## config.mk

```make
export PLATFORM = sky130hd
export DESIGN_NAME = sad_block_ctrl
export DESIGN_NICKNAME = d
export VERILOG_FILES = /design/src/rtl/sad_pkg.sv /design/src/rtl/sad_lane_sum.sv /design/src/rtl/sad_block_ctrl.sv
export SDC_FILE = /design/constraint.sdc
export NUM_CORES = 1
export LEC_CHECK = 0
export ABC_AREA = 1
export CAP_MARGIN = 10
export CORE_MARGIN = 1.5
export CORE_UTILIZATION = 57
export DETAILED_ROUTE_END_ITERATION = 8
export HOLD_SLACK_MARGIN = 0.03
export PLACE_DENSITY = 0.84
export SYNTH_ARGS = -nofsm -noshare
export SYNTH_HDL_FRONTEND = slang
export SYNTH_SLANG_ARGS = --single-unit
```

## constraint.sdc

```tcl
create_clock -name clk -period 9.45 [get_ports clk]
set_input_delay 1.89 -clock clk [delete_from_list [all_inputs] [get_ports clk]]
set_output_delay 1.89 -clock clk [all_outputs]
set_load 0.005 [all_outputs]
```

## src/rtl/sad_pkg.sv

```systemverilog
// Shared types and sizing for the SAD block sequencer and its lane-sum datapath.
package sad_pkg;

  typedef enum logic [1:0] {
    IDLE  = 2'd0,
    ACCUM = 2'd1,
    DONE  = 2'd2
  } state_e;

  localparam int DEF_LANES = 8;
  localparam int DEF_PIX_W = 8;
  localparam int DEF_BEATS = 8;

  // Accumulator width large enough that a full block of max differences cannot overflow.
  function automatic int acc_width(input int lanes, input int pix_w, input int beats);
    return pix_w + $clog2(lanes * beats);
  endfunction

endpackage

```

## src/rtl/sad_lane_sum.sv

```systemverilog
// Combinational per-beat SAD: eight absolute differences reduced by a 3:2 compressor tree.
module sad_lane_sum
  import sad_pkg::*;
#(
  parameter  int LANES = DEF_LANES,
  parameter  int PIX_W = DEF_PIX_W,
  localparam int SUM_W = PIX_W + $clog2(LANES)
) (
  input  logic [LANES*PIX_W-1:0] i_cur_pix,
  input  logic [LANES*PIX_W-1:0] i_ref_pix,
  output logic [SUM_W-1:0]       o_lane_sum
);

  logic [SUM_W-1:0] w_diff [LANES];

  for (genvar g = 0; g < LANES; g++) begin : g_abs
    logic [PIX_W-1:0] w_c;
    logic [PIX_W-1:0] w_r;
    logic [PIX_W-1:0] w_abs;
    assign w_c       = i_cur_pix[g*PIX_W +: PIX_W];
    assign w_r       = i_ref_pix[g*PIX_W +: PIX_W];
    assign w_abs     = (w_c >= w_r) ? (w_c - w_r) : (w_r - w_c);
    assign w_diff[g] = {{(SUM_W-PIX_W){1'b0}}, w_abs};
  end

  // Carry bits shifted out of SUM_W are safe to drop: the true total always fits.
  function automatic logic [2*SUM_W-1:0] csa(input logic [SUM_W-1:0] a,
                                             input logic [SUM_W-1:0] b,
                                             input logic [SUM_W-1:0] c);
    logic [SUM_W-1:0] s;
    logic [SUM_W-1:0] cy;
    s  = a ^ b ^ c;
    cy = ((a & b) | (a & c) | (b & c)) << 1;
    return {cy, s};
  endfunction

  logic [SUM_W-1:0] w_s0, w_c0, w_s1, w_c1, w_s2, w_c2;
  logic [SUM_W-1:0] w_s3, w_c3, w_s4, w_c4, w_s5, w_c5;

  assign {w_c0, w_s0} = csa(w_diff[0], w_diff[1], w_diff[2]);
  assign {w_c1, w_s1} = csa(w_diff[3], w_diff[4], w_diff[5]);
  assign {w_c2, w_s2} = csa(w_s0, w_c0, w_s1);
  assign {w_c3, w_s3} = csa(w_c1, w_diff[6], w_diff[7]);
  assign {w_c4, w_s4} = csa(w_s2, w_c2, w_s3);
  assign {w_c5, w_s5} = csa(w_s4, w_c4, w_c3);

  assign o_lane_sum = w_s5 + w_c5;

endmodule

```

## src/rtl/sad_block_ctrl.sv

```systemverilog
// Frames BEATS pixel beats into one block, accumulates lane sums and hands the SAD downstream.
module sad_block_ctrl
  import sad_pkg::*;
#(
  parameter  int LANES = DEF_LANES,
  parameter  int PIX_W = DEF_PIX_W,
  parameter  int BEATS = DEF_BEATS,
  localparam int ACC_W = acc_width(LANES, PIX_W, BEATS),
  localparam int CNT_W = $clog2(BEATS)
) (
  input  logic                   clk,
  input  logic                   rst,
  input  logic                   start,
  input  logic                   in_valid,
  output logic                   in_ready,
  input  logic [LANES*PIX_W-1:0] cur_pix,
  input  logic [LANES*PIX_W-1:0] ref_pix,
  output logic                   sad_valid,
  input  logic                   sad_ready,
  output logic [ACC_W-1:0]       sad_out,
  output logic                   busy,
  output logic [CNT_W-1:0]       beat_cnt
);

  localparam int LS_W = PIX_W + $clog2(LANES);
  localparam logic [CNT_W-1:0] LAST_BEAT = CNT_W'(BEATS - 1);

  state_e           r_state;
  state_e           w_next_state;
  logic [ACC_W-1:0] r_acc;
  logic [ACC_W-1:0] r_sad_out;
  logic [CNT_W-1:0] r_beat_cnt;
  logic [LS_W-1:0]  w_lane_sum;
  logic [ACC_W-1:0] w_acc_next;
  logic             w_accept;
  logic             w_last;

  sad_lane_sum #(.LANES(LANES), .PIX_W(PIX_W)) u_lane_sum (
    .i_cur_pix  (cur_pix),
    .i_ref_pix  (ref_pix),
    .o_lane_sum (w_lane_sum)
  );

  assign w_accept   = in_valid && in_ready;
  assign w_last     = (r_beat_cnt == LAST_BEAT);
  assign w_acc_next = r_acc + {{(ACC_W-LS_W){1'b0}}, w_lane_sum};

  always_ff @(posedge clk) begin
    if (rst) r_state <= IDLE;
    else     r_state <= w_next_state;
  end

  always_comb begin
    w_next_state = r_state;
    case (r_state)
      IDLE:    if (start) w_next_state = ACCUM;
      ACCUM:   if (w_accept && w_last) w_next_state = DONE;
      DONE:    if (sad_ready) w_next_state = IDLE;
      default: w_next_state = IDLE;
    endcase
  end

  always_comb begin
    in_ready  = (r_state == ACCUM);
    sad_valid = (r_state == DONE);
    busy      = (r_state != IDLE);
  end

  // Result register is only written on the final beat, so it holds through DONE and IDLE.
  always_ff @(posedge clk) begin
    if (rst) begin
      r_acc      <= '0;
      r_beat_cnt <= '0;
      r_sad_out  <= '0;
    end else begin
      if (r_state == IDLE && start) begin
        r_acc      <= '0;
        r_beat_cnt <= '0;
      end else if (w_accept) begin
        r_acc <= w_acc_next;
        if (w_last) begin
          r_sad_out  <= w_acc_next;
          r_beat_cnt <= '0;
        end else begin
          r_beat_cnt <= r_beat_cnt + CNT_W'(1);
        end
      end
    end
  end

  assign sad_out  = r_sad_out;
  assign beat_cnt = r_beat_cnt;

endmodule

```

-- Word level (Yosys, flattened, before mapping)
Index checks and enable logic that the tools add are counted.
W data, S select, Z words.
- reduce and logical (&&, ||, !) cells: 8
- bitwise logic cells: 43
- order comparisons: 8
- $add $sub $neg: 19
- mux-type cells: 13
- divide/modulo/power cells: 0
- multipliers: 0
- shift operators: 0
- eq/ne operators: 6
- operators by type and width (cell ; count):
    $sub A8 B8 Y8 ; 16
    $and A10 B10 Y10 ; 9
    $or A10 B10 Y10 ; 9
    $xor A11 B11 Y11 ; 6
    $ge A8 B8 Y1 ; 8
    $mux W8 ; 8
    $and A8 B8 Y8 ; 7
    $xor A8 B8 Y8 ; 4
    $or A10 B8 Y10 ; 3
    $xor A11 B8 Y11 ; 2
    $and A10 B8 Y10 ; 2
    $add A14 B11 Y14 ; 1
    $add A11 B11 Y11 ; 1
    $mux W2 ; 3
    $pmux W2 S3 ; 1
    $reduce_and A3 Y1 ; 2
    $ne A2 B1 Y1 const B ; 2
    $add A3 B1 Y3 const B ; 1
    $eq A3 B3 Y1 const B ; 1
    $logic_and A1 B1 Y1 ; 3
    $mux W3 ; 1
    $eq A2 B1 Y1 const B ; 1
    $eq A2 B2 Y1 const B ; 1
    $logic_not A2 Y1 ; 1
    4 further kinds ; 4
- output and inout bits: 20
- bits in read-only memories: 0
- bits in registers: 33
- bits in latches: 0
- memories: 0
- RAM bits: 0

-- Depth between registers and ports, before layout
- depth in word-level cells: 16
- mapped depth: 39
- mapped depth without buffers: 39

-- By module
Synthesis repeated with hierarchy kept, for this count alone.
- cell total of the unflattened synthesis: 1656
- area, all modules: 10123.5 um^2
- by module, submodules not included (module ; seq. area each (um^2) ; area each (um^2) ; instances ; cells an instance):
    sad_lane_sum ; 0.0 ; 8035.2 ; 1 ; 1345
    sad_block_ctrl ; 660.6 ; 2088.3 ; 1 ; 311

-- Least setup slack after synthesis
Ideal clock, no wire load.
- path kind: input port to flip-flop
- start point: input port cur_pix[0]
- end point: register r_acc[13]
- setup slack: 1.934 ns
- cell stages on the path: 38
- data required time: 9.341 ns
- arrival: 7.408 ns
- library setup time: 0.109 ns
- buffers on the path: 0
- cells stage by stage: inv_1 -> ha_1 -> inv_1 -> fa_1 -> nand3_1 -> nand2_1 -> o21ai_2 -> nand2_4 -> nand2_1 -> o21ai_1 -> fa_1 -> inv_1 -> fa_1 -> fa_1 -> inv_1 -> fa_1 -> ha_1 -> inv_1 -> [... 2 more ...] -> nand2_1 -> nand2_1 -> nand2_1 -> nand2_1 -> nand2_1 -> nand2_1 -> inv_1 -> ha_1 -> nand2_1 -> inv_1 -> nand2_1 -> nand2_1 -> a21oi_1 -> nand2_1 -> nand2_1 -> nand3_1 -> nand2_1 -> inv_1
- word-level cells in the longest chain between the ends: 16
- elaborated cells between the ends (all ways): 33
- ends and longest elaborated chain (item ; RTL line ; RTL):
    from (decl) ; sad_block_ctrl.sv:16 ; input logic [LANES*PIX_W-1:0] cur_pix,
    $sub A8 B8 Y8 / $ge A8 B8 Y1 (equally long branches) ; sad_lane_sum.sv:22 ; assign w_abs = (w_c >= w_r) ? (w_c - w_r) : (w_r - w_c);
    $mux W8 (*) ; sad_lane_sum.sv:22 ;
    $and A8 B8 Y8 ; sad_lane_sum.sv:33 ; cy = ((a & b) | (a & c) | (b & c)) << 1;
    $or A10 B10 Y10 ; sad_lane_sum.sv:33 ;
    $or A10 B8 Y10 ; sad_lane_sum.sv:33 ;
    $and A10 B10 Y10 ; sad_lane_sum.sv:33 ;
    $or A10 B10 Y10 (2 in a row) ; sad_lane_sum.sv:33 ;
    $and A10 B10 Y10 ; sad_lane_sum.sv:33 ;
    $or A10 B10 Y10 (2 in a row) ; sad_lane_sum.sv:33 ;
    $and A10 B10 Y10 ; sad_lane_sum.sv:33 ;
    $or A10 B10 Y10 (2 in a row) ; sad_lane_sum.sv:33 ;
    $add A11 B11 Y11 (*) ; sad_lane_sum.sv:47 ; assign o_lane_sum = w_s5 + w_c5;
    $add A14 B11 Y14 (*) ; sad_block_ctrl.sv:46 ; assign w_acc_next = r_acc + {{(ACC_W-LS_W){1'b0}}, w_lane_sum};
    to (signal assigned) ; sad_block_ctrl.sv:80 ; r_acc <= w_acc_next;
    to (decl) ; sad_block_ctrl.sv:30 ; logic [ACC_W-1:0] r_acc;
Every way passes the cells marked *; elsewhere a longest branch is shown, timed or not.
A chain may end at the register's enable or synchronous reset.

-- Worst setup path after layout
- start point: input port ref_pix[32]
- end point: register r_acc[13]
- word-level cells in the longest chain between the ends: 15
- elaborated cells between the ends (all ways): 37
- ends and longest elaborated chain (item ; RTL line ; RTL):
    from (decl) ; sad_block_ctrl.sv:17 ; input logic [LANES*PIX_W-1:0] ref_pix,
    $sub A8 B8 Y8 / $ge A8 B8 Y1 (equally long branches) ; sad_lane_sum.sv:22 ;
    $mux W8 (*) ; sad_lane_sum.sv:22 ;
    $xor A8 B8 Y8 / $and A8 B8 Y8 (equally long branches) ; sad_lane_sum.sv:32, sad_lane_sum.sv:33 ;
    $xor A8 B8 Y8 / $or A10 B10 Y10 (equally long branches) ; sad_lane_sum.sv:32, sad_lane_sum.sv:33 ;
    $and A10 B10 Y10 / $or A10 B8 Y10 (equally long branches) ; sad_lane_sum.sv:33 ;
    $or A10 B10 Y10 / $xor A11 B8 Y11 (equally long branches) (2 in a row) ; sad_lane_sum.sv:33, sad_lane_sum.sv:32 ;
    $and A10 B10 Y10 ; sad_lane_sum.sv:33 ;
    $or A10 B10 Y10 (2 in a row) ; sad_lane_sum.sv:33 ;
    $and A10 B10 Y10 ; sad_lane_sum.sv:33 ;
    $or A10 B10 Y10 (2 in a row) ; sad_lane_sum.sv:33 ;
    $add A11 B11 Y11 (*) ; sad_lane_sum.sv:47 ;
    $add A14 B11 Y14 (*) ; sad_block_ctrl.sv:46 ;
Marks and branches as above.

==> qor.txt <==
CP dominant cell by count = nand2_1
Initial antenna violation count = 0
Syn_area_per_cell = 6.48 um2
Cell with the most instances after synthesis = nand2_1
Hold Path End = sad_out[2]$_SDFFE_PP0P_
First-pass GRT wire length = 41300 um
Syn-to-layout area delta = 17.8%
Dpl hpwl = 20800 um
Core Region = 16800 um2
Clk root buf = clkbuf_16
Most area-consuming cells after synthesis = ha_1 18%, nand2_1 15%, fa_1 13%
Nets = 1998
Number of synthesized flops with an enable pin = 0
Reg2reg end = r_acc[6]$_SDFFE_PP0P_
Startpoint type of the worst setup path = input port
Gr usage total = 27.1%
DRC Markers = 0
Die area = 18200 um2
Worst EP arrival = 8.53 ns
Critical path class = input port to register
Asr flop ratio synth = 0%
Fmax = 0.120 GHz
Crit path max-delay cell type = fa_1
DR WL/cell = 12.9 um
Post-CTS Setup Bufs = 0
Top_reg_cell synth = dfxtp_1
Vias per cell = 5.16
Maxcap violations = 0
Share of cells above drive strength 1 = 4.53%
Final setup viols = 0
Area leader, netlist = ha_1
Post-synth net total = 1869
Max-slew violations = 0
Crit Reg-Reg Startpoint = r_acc[0]$_SDFFE_PP0P_
CP Max Fanout = 10
Sequential share of the synthesized area = 6.67%
Setup TNS = 0 ns
RSZ-0062 raised after global routing = false
Crit path capture type = register
#FFs+latches synth = 33
HP Start = sad_out[2]$_SDFFE_PP0P_
R2R cell count = 9
Initial core utilization = 59.1%
Status = finished, final reports clean
Actual slew at the worst max-slew pin = 0.422 ns
Netlist Area Pre-Place = 9900 um2
Post-Syn Instances = 1527
Via count = 9689
CTS tree = built
Clk slew on worst S/H paths = 0.05 ns
Ports = 153
Cell variety after synth = 44
Crit path buffers/inverters = 8
Crit path max-delay family = adder cells
Num CTS Buffers = 5
Clock latency at the later pin of the worst-skew pair = 0.28 ns
Post-CTS Resized = 0
Final ANT Viol Nets = 0
Max-slew headroom = 71.8%
Worst clock skew = 0.00374 ns
Vias in the first global route = 9527
Drt total wl = 24100 um
Hold-critical path depth = 2
Hold Path Class = register to register
CTS Buffer Depth = 2
Crit path required time = 9.63 ns
Crit path time final = 8.35 ns
Ant diodes = 0
Fin crit share = 88.4%
Die width = 135 um
H-tree levels = 2
Gpl congestion = 0.916
Die Span Y = 135 um
Largest net degree at the start of global routing = 23
Post-synth top area share = 18.3%
Count of buffers from port buffering = 152
CP peak stage delay = 0.56 ns
Filler Cell Count = 1501
First-pass iteration count of the detailed router = 5
Flip-flop and latch area = 661 um2
CTS Hold Bufs = 0
YS warnings = 0
Footprint of the multi-input gates = 7740 um2
Sink Count = 33
Hold Violations, Final = 0
Flop2flop setup slack = 7.36 ns
Initial DRC Count = 563
Grt total ovfl = 0
Post-synth top cells = 408 x nand2_1, 323 x inv_1, 145 x ha_1
Core Rows = 47
-- stage by stage --
stage	area [um2]	util [%]	hold slack (ns)	setup WS (ns)	instances
2_1_floorplan	9900	-	0.450	1.93	1527
3_3_place_gp	11500	68.5	0.458	1.13	1869
3_5_place_dp	11500	68.5	0.459	0.880	1869
4_1_cts	11700	69.6	0.466	1.18	1877
5_1_grt	11700	69.6	0.498	0.559	1877
6_report	11700	69.6	0.468	1.10	1877
-- area by class of cell --
cell class | instances | share of cell area, %
clock buffer | 6 | 1.19
clock inverter | 2 | 0.322
inverter | 339 | 11.0
multi-input combinational | 1125 | 66.4
sequential | 33 | 5.67
tap | 220 | 2.36
timing repair buffer | 152 | 13.0
-- worst min-delay path, cell delays in order, from the launching register on --
cell and delay [ns]:
dfxtp_1 0.31, nand2_1 0.06, a21oi_1 0.05
-- cell usage in the layout (no fill, tap or decap), types with 16 or more instances in the layout --
master and count:
xor2_1 62, clkdlybuf4s50_1 152, fa_1 64, o21ai_1 35, ha_1 145, o21a_1 26, nand2_2 17, nand4_1 16
a21oi_1 87, nand3_1 80, nor2_1 77, nand2_1 408, inv_1 323, dfxtp_1 33
-- state kept, by name, indices dropped and copies added (netlist names) --
| name | count |
|---|---|
| r_acc | 14 |
| r_state | 2 |
| sad_out | 14 |
| beat_cnt | 3 |
-- routing by layer --
metal / GRT usage, % / vias to the layer above / share of wire, %
li1: - / 4977 / -
met1: 34.5 / 4436 / 45
met2: 50.4 / 240 / 49
met3: 2.33 / 36 / 4.1
met4: 5.02 / 0 / 1.5
met5: 0 / - / 0
-- cell families after synthesis --
kind of cell	synth area share, %
AOI/OAI and AO/OA	13.5
buffers and inverters	15.1
xor gates and xnor gates	6.64
adders and majority gates	31.3
and+or+nand+nor	26.8
DFF	6.67
-- worst max path at each step --
stage                start                       end  cells after the start
3_5_place_dp   ref_pix[32]  sad_out[13]$_SDFFE_PP0P_                     38
6_report       ref_pix[32]    r_acc[13]$_SDFFE_PP0P_                     38
4_1_cts        ref_pix[32]    r_acc[12]$_SDFFE_PP0P_                     35
3_3_place_gp   ref_pix[32]    r_acc[13]$_SDFFE_PP0P_                     38
5_1_grt        cur_pix[32]    r_acc[13]$_SDFFE_PP0P_                     39
2_1_floorplan   cur_pix[0]    r_acc[13]$_SDFFE_PP0P_                     38
Power is left out: the tool's default activity adds up to more than one toggle a clock period on the data nets, which glitch-free logic cannot reach.
